## src/rtl/gcd_pkg.sv

```systemverilog
// Shared definitions for the GCD engine and its BCD conversion stage.
package gcd_pkg;

  localparam int GCD_WIDTH  = 16;
  localparam int BCD_DIGITS = 5;

  typedef enum logic [1:0] {
    IDLE  = 2'd0,
    SHIFT = 2'd1,
    DONE  = 2'd2
  } state_t;

  function automatic int clog2(input int value);
    int result;
    result = 0;
    while ((32'sd1 <<< result) < value) begin
      result = result + 1;
    end
    return result;
  endfunction

endpackage

```

## src/rtl/bcd_add3.sv

```systemverilog
// Double-dabble nibble corrector: values of 5 or more get +3 before the shift.
module bcd_add3 (
  input  logic [3:0] nibble,
  output logic [3:0] corrected
);

  assign corrected = (nibble >= 4'd5) ? (nibble + 4'd3) : nibble;

endmodule

```

## src/rtl/gcd_bcd_conv.sv

```systemverilog
// Sequential binary-to-packed-BCD converter fed by the GCD engine result.
// Optional leading-zero blanking mask is built when GCD_BCD_BLANK_EN is defined.
module gcd_bcd_conv
  import gcd_pkg::*;
#(
  parameter int WIDTH  = GCD_WIDTH,
  parameter int DIGITS = BCD_DIGITS
) (
  input  logic                  clk,
  input  logic                  rst,
  input  logic                  start,
  input  logic [WIDTH-1:0]      bin,
  output logic                  busy,
  output logic                  done,
  output logic [4*DIGITS-1:0]   bcd,
  output logic [DIGITS-1:0]     blank
);

  localparam int SR_W  = 4*DIGITS + WIDTH;
  localparam int CNT_W = (clog2(WIDTH) < 1) ? 1 : clog2(WIDTH);

  state_t               state;
  state_t               state_next;
  logic                 start_q;
  logic [SR_W-1:0]      sr;
  logic [SR_W-1:0]      sr_next;
  logic [SR_W-1:0]      sr_adj;
  logic [CNT_W-1:0]     cnt;
  logic [CNT_W-1:0]     cnt_next;
  logic                 busy_next;
  logic                 done_next;
  logic [4*DIGITS-1:0]  bcd_next;
  logic [DIGITS-1:0]    blank_next;
  logic                 trigger;

  assign trigger = start & ~start_q;

  // Add-3 correction of every BCD nibble ahead of the shift; binary part passes through.
  assign sr_adj[WIDTH-1:0] = sr[WIDTH-1:0];
  for (genvar g = 0; g < DIGITS; g++) begin : g_add3
    bcd_add3 u_add3 (
      .nibble    (sr[WIDTH+4*g +: 4]),
      .corrected (sr_adj[WIDTH+4*g +: 4])
    );
  end

`ifdef GCD_BCD_BLANK_EN
  logic [DIGITS-1:0] blank_calc;
  logic              upper_zero;

  // Leading-zero mask from the finished digits; digit 0 is never blanked.
  always_comb begin
    blank_calc = {DIGITS{1'b0}};
    upper_zero = 1'b1;
    for (int i = DIGITS-1; i >= 1; i--) begin
      upper_zero    = upper_zero & (sr[WIDTH+4*i +: 4] == 4'd0);
      blank_calc[i] = upper_zero;
    end
  end
`endif

  // Next-state and next-output logic of the conversion FSM.
  always_comb begin
    state_next = state;
    sr_next    = sr;
    cnt_next   = cnt;
    busy_next  = busy;
    done_next  = 1'b0;
    bcd_next   = bcd;
    blank_next = blank;
    case (state)
      IDLE: begin
        if (trigger) begin
          sr_next    = {{(4*DIGITS){1'b0}}, bin};
          cnt_next   = {CNT_W{1'b0}};
          busy_next  = 1'b1;
          state_next = SHIFT;
        end else begin
          state_next = IDLE;
        end
      end
      SHIFT: begin
        sr_next  = {sr_adj[SR_W-2:0], 1'b0};
        cnt_next = cnt + {{(CNT_W-1){1'b0}}, 1'b1};
        if (cnt == CNT_W'(WIDTH-1)) begin
          state_next = DONE;
        end else begin
          state_next = SHIFT;
        end
      end
      DONE: begin
        bcd_next   = sr[SR_W-1 -: 4*DIGITS];
`ifdef GCD_BCD_BLANK_EN
        blank_next = blank_calc;
`else
        blank_next = {DIGITS{1'b0}};
`endif
        done_next  = 1'b1;
        busy_next  = 1'b0;
        state_next = IDLE;
      end
      default: begin
        state_next = IDLE;
        busy_next  = 1'b0;
      end
    endcase
  end

  // State, datapath and registered outputs; reset aborts any conversion silently.
  always_ff @(posedge clk or negedge rst) begin
    if (!rst) begin
      state   <= IDLE;
      start_q <= 1'b0;
      sr      <= {SR_W{1'b0}};
      cnt     <= {CNT_W{1'b0}};
      busy    <= 1'b0;
      done    <= 1'b0;
      bcd     <= {(4*DIGITS){1'b0}};
      blank   <= {DIGITS{1'b0}};
    end else begin
      state   <= state_next;
      start_q <= start;
      sr      <= sr_next;
      cnt     <= cnt_next;
      busy    <= busy_next;
      done    <= done_next;
      bcd     <= bcd_next;
      blank   <= blank_next;
    end
  end

endmodule
```

## config.mk

```make
export PLATFORM = sky130hd
export DESIGN_NAME = gcd_bcd_conv
export DESIGN_NICKNAME = d
export VERILOG_FILES = /design/src/rtl/gcd_pkg.sv /design/src/rtl/bcd_add3.sv /design/src/rtl/gcd_bcd_conv.sv
export SDC_FILE = /design/constraint.sdc
export NUM_CORES = 1
export LEC_CHECK = 0
export ABC_AREA = 1
export BUFFER_PORTS_ARGS = -buffer_cell sky130_fd_sc_hd__buf_2
export CAP_MARGIN = 10
export CORE_MARGIN = 1
export CORE_UTILIZATION = 43
export CTS_CLUSTER_SIZE = 25
export DETAILED_ROUTE_END_ITERATION = 8
export GPL_TIMING_DRIVEN = 0
export PLACE_DENSITY_LB_ADDON = 0.2
export SLEW_MARGIN = 10
export SYNTH_ARGS = -nofsm -noshare
export SYNTH_HDL_FRONTEND = slang
export SYNTH_SLANG_ARGS = --single-unit
```

## constraint.sdc

```tcl
create_clock -name clk -period 1.7 [get_ports clk]
set_clock_uncertainty 0.05 [all_clocks]
set_input_delay 0.085 -clock clk [delete_from_list [all_inputs] [get_ports clk]]
set_output_delay 0.085 -clock clk [all_outputs]
set_load 0.005 [all_outputs]
```

==> metrics.yaml <==
run_status:
  status: "finished, final reports clean"
clock_network:
  path_clk_slew_ns: 0.07
  root_buffer: "clkbuf_8"
  cts.path.max_buffers: 2
  cts_sinks: 65
  cts_resized: 0
  insertion_delay_ns: 0.35
  cts_made_buffers: 9
  tritoncts: "yes"
  cts_htree_levels: 3
sta:
  max_freq_mhz: 669.6
  final.period_utilization_pct: 87.85
  setup_tns_ns: 0
  hold_viol_final: 0
  worstMarginPinSlew_ns: 0.5534
  drv_slew: 0
  period_minus_slack_ns: 1.493
  relSlewSlack_pct: 63.11
  setup_violations: 0
  rsz0062_at_grt: "false"
synthesis:
  ys_ff_latch: 65
  syn_inst: 403
  netlist_area_mm2: 0.003207
  synth.distinct_cells: 18
  syn_area_per_cell_um2: 7.957
  ys_warn_count: 0
  ys_seq_area_share_pct: 50.72
worst_setup_path:
  end_kind: "flip-flop"
  worstPathRequired_ns: 1.88
  critPathMaxFanout: 10
  worstSetupPathType: "reg -> reg"
  critPathLaunchType: "flip-flop"
  cp.arrival_ns: 1.67
detailed_routing:
  dr.pass1.iters: 4
  wire_per_inst_um: 12.31
  met2_length_mm: 3.286
  postRouteWirelength_mm: 7.154
  vias: 2856
  highest_layer: "met4"
  wl_met1_mm: 3.484
  via_per_inst: 4.916
  drtIter0Drc: 125
  drtAntennaViolNets: 0
  dr_wl_met3_um: 272
  drc: 0
die:
  start_util_pct: 44.45
  ioPinCount: 46
  num_rows: 31
  core_region_area_mm2: 0.007214
  die_width_um: 88.36
  dieHeight_um: 88.36
  die_area_mm2: 0.007807
pwr:
  ir_drop_uv: 947.0
  power_density_mw_per_mm2: 1831
  p_leak_uw: 0.002133
global_routing:
  grt_usage_pct: 20.80
  grt_max_degree: 36
  overflow: 0
  grt_pass1_vias: 2725
  grt_first_pass_wirelength_mm: 12.31
  antenna_found_initial: 0
layout:
  final_util_pct: 55.01
  drive_above_1_share_pct: 16.18
  fin_nets: 507
  synthToLayoutAreaGrowth_pct: 23.76
  diodes: 0
hold_path:
  hp-class: "in -> async"
place:
  dp.final_hpwl_mm: 4.800
  io_buffers: 40
  place_congestion: 0.8458
run:
  maxCapViolations: 0
## worst paths after layout
path / cells past startpoint / startpoint / slack, ns / end
worst max-delay path: 5 / state[0] / 0.21 / sr[16]
worst min-delay path: 2 / rst / 0.17 / bcd[19]
worst max register to register: 5 / state[0] / 0.21 / sr[16]
worst min register to register: 2 / bcd[5] / 0.43 / bcd[5]
max in group asynchronous: 3 / rst / 0.91 / sr[21]
min in group clk: 2 / start / 0.38 / start_q
## worst max-delay path: stages, from the launching register on
cell and delay (ns):
dfrtp_1 0.39, inv_2 0.10, nand4_4 0.19, nand2_1 0.22
buf_2 0.30, o21ai_0 0.11
## kinds of logic (layout without fill, tap and decap cells)
| logic type | after synthesis | in the layout | synth area share, % |
|---|---|---|---|
| buffers and inverters | 56 | 131 | 7.608 |
| other | 1 | 5 | 0.1169 |
| AND/OR/NAND/NOR | 226 | 226 | 30.39 |
| adder cells (fa/ha/maj) | 11 | 11 | 4.292 |
| AO/OA/AOI/OAI | 44 | 44 | 6.867 |
| flip-flops | 65 | 65 | 50.72 |
## report_power, final
group / total [µW] / internal (µW) / switching, µW / leakage (µW)
Clock: 1470 / 863 / 604 / 0.000113
Combinational: 3160 / 1180 / 1980 / 0.00122
Sequential: 2650 / 2200 / 441 / 0.000802
## cell type report
class                      count  area, µm²
buffer                        23      120.1
clock buffer                  11      141.4
clock inverter                 5      78.83
fill                         715       3246
inverter                      33      123.9
multi-input combinational    286       1351
sequential                    65       1627
tap                           99      123.9
timing repair buffer          59      402.9
## synthesized netlist by cell type
cell type	n	area share (%)
a21oi_1	1	0.16
buf_1	3	0.35
buf_2	12	1.9
buf_4	5	1.2
clkbuf_1	3	0.35
conb_1	1	0.12
dfrtp_1	65	51
ha_1	11	4.3
inv_1	30	3.5
inv_2	3	0.35
nand2_1	152	18
nand3_1	59	9.2
nand4_1	11	2.1
nand4_4	1	0.66
nor2_1	2	0.23
nor2_4	1	0.35
o21ai_0	39	6.1
o21ai_1	4	0.62
## metrics by stage
| step | std cells | total power, µW | hold slack (ns) | area, µm² | setup slack, ns |
|---|---|---|---|---|---|
| after global routing | 581 | 8051 | 0.2083 | 3969 | 0.1045 |
| after CTS | 581 | 7345 | 0.1556 | 3969 | 0.2009 |
| after global placement | 546 | 5704 | 0.2062 | 3546 | 0.2133 |
| after detailed placement | 547 | 5810 | 0.0006095 | 3568 | 0.2073 |
| final | 581 | 7268 | 0.1655 | 3969 | 0.2065 |
| after floorplan | 407 | 4879 | -0.2606 | 3222 | 0.5035 |
## per-layer routing
layer	vias up	global-route usage [%]
met3	8	4.757
li1	1448	-
met2	66	34.34
met1	1334	25.88
met4	0	9.824
met5	-	0
## registers in the layout, indices dropped and copies added (netlist names)
name and flops:
busy 1, cnt 4, state 2, start_q 1
sr 36, done 1, bcd 20
## cell usage in the layout (no fill, tap or decap), drive strengths merged
master,n
nand4,12
o21ai,43
nand2,152
dlygate4sd3,18
clkbuf,14
conb,5
ha,11
nand3,59
bufinv,2
clkinv,3
inv,33
buf,61
a21oi,1
dfrtp,65
nor2,3
## timing repair
item                                   4_1_cts  5_1_grt
buffers inserted                             0        0
endpoints found under the hold margin       82        0
hold buffers                                18        0
No activity file was read; power rests on OpenSTA's default activity.
